<file path="config.mk">
export PLATFORM = sky130hd
export DESIGN_NAME = ext_irq_controller
export DESIGN_NICKNAME = d
export VERILOG_FILES = /design/src/rtl/irq_pkg.sv /design/src/rtl/irq_prio_enc.sv /design/src/rtl/ext_irq_controller.sv
export SDC_FILE = /design/constraint.sdc
export NUM_CORES = 1
export LEC_CHECK = 0
export CAP_MARGIN = 20
export CORE_UTILIZATION = 45
export CTS_CLUSTER_DIAMETER = 50
export DETAILED_ROUTE_END_ITERATION = 8
export GPL_TIMING_DRIVEN = 1
export PLACE_DENSITY_LB_ADDON = 0.08
export SYNTH_ARGS = -nofsm -noshare
export SYNTH_HDL_FRONTEND = slang
export SYNTH_SLANG_ARGS = --single-unit
export TNS_END_PERCENT = 10
</file>
<file path="constraint.sdc">
create_clock -name clk -period 1.8 [get_ports clk]
set_clock_uncertainty 0.2 [all_clocks]
set_input_delay 0.36 -clock clk [delete_from_list [all_inputs] [get_ports clk]]
set_output_delay 0.36 -clock clk [all_outputs]
set_load 0.03 [all_outputs]
</file>
<file path="src/rtl/irq_pkg.sv">
// Shared types and helpers for the external interrupt controller.
package irq_pkg;

   // Request/acknowledge/service handshake states.
   typedef enum logic [1:0] {
      IRQ_IDLE    = 2'd0,
      IRQ_REQ     = 2'd1,
      IRQ_SERVICE = 2'd2
   } irq_state_t;

   localparam int unsigned IRQ_MAX_SRC = 16;

   // Width of a source id; never narrower than one bit.
   function automatic int unsigned irq_id_w(input int unsigned n);
      return (n <= 2) ? 1 : $clog2(n);
   endfunction

endpackage

</file>
<file path="src/rtl/irq_prio_enc.sv">
// Fixed-priority encoder: reports whether any bit is set and the lowest set index.
module irq_prio_enc
   import irq_pkg::*;
#(
   parameter int unsigned N_SRC = 4
) (
   input  logic [N_SRC-1:0]           i_vec,
   output logic                       o_valid,
   output logic [irq_id_w(N_SRC)-1:0] o_idx
);

   localparam int unsigned IdW = irq_id_w(N_SRC);

   // Scan from the top down so the lowest set index is the last one written.
   always_comb begin
      o_valid = |i_vec;
      o_idx   = '0;
      for (int i = int'(N_SRC) - 1; i >= 0; i--) begin
         if (i_vec[i]) begin
            o_idx = IdW'(i);
         end
      end
   end

endmodule

</file>
<file path="src/rtl/ext_irq_controller.sv">
// External interrupt controller: synchronizes and edge-detects the source lines, keeps sticky
// pending bits, picks the highest-priority unmasked source and runs the ExtIRQ/ExtIAck/ERET
// handshake with the core. Only one source is in service at a time; no nesting.
module ext_irq_controller
   import irq_pkg::*;
#(
   parameter int unsigned N_SRC   = 4,
   parameter bit          SYNC_EN = 1'b1
) (
   input  logic                       clk,
   input  logic                       reset,
   input  logic [N_SRC-1:0]           irq_src,
   input  logic                       cfg_we,
   input  logic [N_SRC-1:0]           cfg_mask,
   input  logic                       ExtIAck,
   input  logic                       ERet,
   output logic                       ExtIRQ,
   output logic [irq_id_w(N_SRC)-1:0] irq_id,
   output logic                       irq_busy,
   output logic [N_SRC-1:0]           src_ack,
   output logic [N_SRC-1:0]           mask_q
);

   localparam int unsigned IdW = irq_id_w(N_SRC);

   logic [N_SRC-1:0] w_src;
   logic [N_SRC-1:0] r_src_prev;
   logic [N_SRC-1:0] w_rise;
   logic [N_SRC-1:0] r_pend;
   logic [N_SRC-1:0] r_mask;
   logic [N_SRC-1:0] w_elig;
   logic [N_SRC-1:0] w_id_onehot;
   logic [N_SRC-1:0] w_clr;
   logic             w_sel_valid;
   logic [IdW-1:0]   w_sel_idx;
   logic             w_id_enabled;
   logic             w_ack_fire;

   irq_state_t       r_state;
   irq_state_t       w_state_d;
   logic [IdW-1:0]   r_id;
   logic [IdW-1:0]   w_id_d;

   // ---------------------------------------------------------------------------------------------
   // Input conditioning
   // ---------------------------------------------------------------------------------------------
   if (SYNC_EN) begin : g_sync
      logic [N_SRC-1:0] r_sync1;
      logic [N_SRC-1:0] r_sync2;

      // Two-flop synchronizer for asynchronous board lines.
      always_ff @(posedge clk or negedge reset) begin
         if (!reset) begin
            r_sync1 <= '0;
            r_sync2 <= '0;
         end else begin
            r_sync1 <= irq_src;
            r_sync2 <= r_sync1;
         end
      end

      assign w_src = r_sync2;
   end else begin : g_nosync
      assign w_src = irq_src;
   end

   // Edge history for rising-edge detection.
   always_ff @(posedge clk or negedge reset) begin
      if (!reset) begin
         r_src_prev <= '0;
      end else begin
         r_src_prev <= w_src;
      end
   end

   assign w_rise = w_src & ~r_src_prev;

   // ---------------------------------------------------------------------------------------------
   // Pending and mask registers
   // ---------------------------------------------------------------------------------------------
   // Sticky pending bits; a fresh edge overrides the acknowledge clear in the same cycle.
   always_ff @(posedge clk or negedge reset) begin
      if (!reset) begin
         r_pend <= '0;
      end else begin
         r_pend <= (r_pend & ~w_clr) | w_rise;
      end
   end

   // Mask register; a write takes effect from the following cycle.
   always_ff @(posedge clk or negedge reset) begin
      if (!reset) begin
         r_mask <= '0;
      end else if (cfg_we) begin
         r_mask <= cfg_mask;
      end
   end

   assign w_elig = r_pend & r_mask;

   irq_prio_enc #(
      .N_SRC (N_SRC)
   ) u_prio_enc (
      .i_vec   (w_elig),
      .o_valid (w_sel_valid),
      .o_idx   (w_sel_idx)
   );

   // Decode the latched id to one-hot for ack pulse, pending clear and mask lookup.
   always_comb begin
      w_id_onehot = '0;
      for (int i = 0; i < int'(N_SRC); i++) begin
         w_id_onehot[i] = (r_id == IdW'(i));
      end
   end

   assign w_id_enabled = |(w_id_onehot & r_mask);

   // ---------------------------------------------------------------------------------------------
   // Handshake FSM
   // ---------------------------------------------------------------------------------------------
   // State and latched id registers.
   always_ff @(posedge clk or negedge reset) begin
      if (!reset) begin
         r_state <= IRQ_IDLE;
         r_id    <= '0;
      end else begin
         r_state <= w_state_d;
         r_id    <= w_id_d;
      end
   end

   // Next-state logic; the id is only sampled in IDLE, so later arrivals never preempt.
   always_comb begin
      w_state_d  = r_state;
      w_id_d     = r_id;
      w_ack_fire = 1'b0;
      unique case (r_state)
         IRQ_IDLE: begin
            if (w_sel_valid) begin
               w_state_d = IRQ_REQ;
               w_id_d    = w_sel_idx;
            end
         end
         IRQ_REQ: begin
            // Acknowledge wins over a same-cycle mask write, which only lands next cycle.
            if (ExtIAck) begin
               w_ack_fire = 1'b1;
               w_state_d  = IRQ_SERVICE;
            end else if (!w_id_enabled) begin
               w_state_d = IRQ_IDLE;
            end
         end
         IRQ_SERVICE: begin
            if (ERet) begin
               w_state_d = IRQ_IDLE;
            end
         end
         default: begin
            w_state_d = IRQ_IDLE;
         end
      endcase
   end

   assign w_clr = w_ack_fire ? w_id_onehot : '0;

   // ---------------------------------------------------------------------------------------------
   // Outputs: request, busy and id come from registered state only.
   // ---------------------------------------------------------------------------------------------
   assign ExtIRQ   = (r_state == IRQ_REQ);
   assign irq_busy = (r_state == IRQ_SERVICE);
   assign irq_id   = r_id;
   assign src_ack  = w_clr;
   assign mask_q   = r_mask;

endmodule

</file>
==> reports/results.ini <==
[pwr]
p_sw_mw=0.5674
sw_frac_of_total_pct=35.01
power_frac_comb_pct=40.2
pwr-share-clk_pct=16.8
p_per_area_nw_per_um2=1342
internal_power_mw=1.053
total_power_mw=1.621
ir_worst_vdd_uv=951.7
cellLeakagePower_nw=0.5799
seqPwrFrac_pct=43.0

[yosys]
ys_async_sr_fraction_pct=100.0
yosysTopAreaCellShare_pct=69.46
synthAdderAreaFrac_pct=0
yosysWarnings=0
synthesis.nets=78
synth_area_um2=864.6
synth-xor-area-share_pct=0
synthTopCellsByArea=dfrtp_1, mux2_2, inv_1, mux4_2, o21ai_0
synth_seq_cells=24
synth_cell_types=19
synth-simple-area-share_pct=7.670
ys_seq_area_share_pct=69.46
avgSynthCellArea_um2=13.30
synth_flop_cell=dfrtp_1
synthMuxAreaShare_pct=9.117
synth_top_family_by_area=compound AO/OA/AOI/OAI gates
synth_edf_count=0
synth_compound_area_share_pct=10.27
yosys.area.top_type=dfrtp_1
netlist_instances=65
synth_common_cells=dfrtp_1, inv_1, nand2_1
post-synth-top-count-cell=dfrtp_1

[die]
die_area_um2=2100
dieWidth_um=45.83
initial_core_util_pct=49.01
die_h_um=45.83
num_io_pins=25
num_rows=15
core-area_um2=1764

[sta]
worst_pin_slew_ns=0.3028
fin_ws_ns=-0.1623
setup_viol=4
fin_crit_sh_pct=109.0
maxSlewHeadroom_pct=79.90
hold_slack_ns=0.1621
finalMaxSlewViolations=0
fin_crit_ns=1.962
fmax_ghz=0.5096
rsz0062_at_grt=yes
hold_viol_final=0

[place]
placedCellCount=118
port_buffers=24
placed_area_um2=1159
place.gp.congestion=0.7322
dp_hpwl_mm=1.058

[cts]
clkSlewWorstSetupHoldPaths_ns=0.12
htreeDepth=1
cts_tree=built
clk_latency_ns=0.30
cts_root_buffer=clkbuf_4
cts.sinks=24
clockBufferDepth=2
cts_buffers=3
cts_hold_buf=0

[cells_and_area]
nets=112
utilization_pct=68.44
final_area_um2=1207
insertedDiodeCount=0
drive_above_1_share_pct=23.47
area_delta_synth_final_pct=39.65
final_cells=123

[drt]
vias_per_cell=4.789
dr.first_iter.drc_count=5
routed_wl_mm=1.484
ant_nets=0
wl_per_cell_um=12.07
drc=0
drt-pass1-iter-count=2
vias=589

[run]
timing.max_cap.violations=0

[critical_path]
required_ns=1.24
cp-start-kind=flip-flop
worst-path-max-fanout=5
arrival_ns=1.40
worst-setup-path-type=reg -> out
end_kind=output port

[grt]
antenna_found_initial=0
overflow=0
grt_pass1_vias=486
grt_max_degree=25
grt_first_pass_wirelength_mm=2.180
grtUsageTotal_pct=15.81

[min_path]
hp-class=reg -> reg

[run_status]
status=finished, violations left
violations=negative setup slack

[per-stage QoR]
| step | worst slack [ns] | setup TNS [ns] |
|---|---|---|
| 3_3_place_gp | -0.2545 | -0.8359 |
| 2_1_floorplan | 0.1039 | 0 |
| 6_report | -0.1623 | -0.5671 |
| 4_1_cts | -0.2070 | -0.7372 |
| 5_1_grt | -0.2354 | -0.8795 |
| 3_5_place_dp | -0.2576 | -0.8127 |
[metal layers]
| layer | part of all wire, % | vias to the layer above | global-route usage (%) |
|---|---|---|---|
| met2 | 49 | 17 | 24.29 |
| li1 | - | 288 | - |
| met1 | 45 | 282 | 20.48 |
| met4 | 1.0 | 0 | 8.824 |
| met5 | 0 | - | 0 |
| met3 | 5.6 | 2 | 3.968 |
[critical path: stages (launching register included)]
cell and delay, ns:
dfrtp_1 0.40, and3b_2 0.30, nor3b_4 0.23, buf_6 0.16
[kinds of logic after synthesis]
logic type | after synthesis
compound gates | 14
flops | 24
mux | 6
buf+inv | 8
simple gates | 13
[registers in the layout, indices dropped and copies added (netlist names)]
| signal | cells |
|---|---|
| irq_id | 2 |
| r_src_prev | 4 |
| r_state | 2 |
| g_sync.r_sync2 | 4 |
| g_sync.r_sync1 | 4 |
| mask_q | 4 |
| r_pend | 4 |
[final timing paths]
kind	start	end	slack (ns)	cells past startpoint
max	r_state[1]	src_ack[0]	-0.16	3
max in group asynchronous	reset	g_sync.r_sync2[0]	0.99	2
min reg2reg	g_sync.r_sync1[3]	g_sync.r_sync2[3]	0.16	0
min	g_sync.r_sync1[3]	g_sync.r_sync2[3]	0.16	0
min in group asynchronous	reset	r_state[1]	0.19	2
max reg2reg	irq_id[1]	r_state[0]	0.24	3
[power groups by stage]
stage / Combinational (mW) / Sequential (mW) / Clock, mW
3_3_place_gp: 0.635 / 0.712 / 0
5_1_grt: 0.694 / 0.709 / 0.301
2_1_floorplan: 0.290 / 0.795 / 0
6_report: 0.651 / 0.697 / 0.272
3_5_place_dp: 0.644 / 0.714 / 0
4_1_cts: 0.642 / 0.702 / 0.286
[repair_timing]
item / in CTS / in global routing
resized for setup: 14 / 3
setup buffers: 0 / 1
pin swaps: 1 / 1
endpoints found under the setup margin: 11 / 5
[layout make-up]
cell class                      count  area (um^2)
Fill cell                         163        556.8
Timing Repair Buffer               29        259.0
Multi-Input combinational cell     33        250.2
Tap cell                           25        31.28
Inverter                            8        30.03
Clock buffer                        4        36.28
Sequential cell                    24        600.6
[cell usage in the layout (no fill, tap or decap), types with 2 or more instances in the layout]
master / Yosys / final
nor2b_1: 2 / 2
nor2_1: 3 / 3
clkdlybuf4s50_1: 0 / 11
mux2_2: 4 / 4
a21oi_1: 3 / 3
buf_4: 0 / 8
dfrtp_1: 24 / 24
dlygate4sd2_1: 0 / 7
nand2_1: 5 / 5
buf_6: 0 / 2
o22ai_1: 2 / 2
o21ai_0: 4 / 4
clkbuf_4: 0 / 3
inv_1: 8 / 8
(Power assumes the default switching activity.)
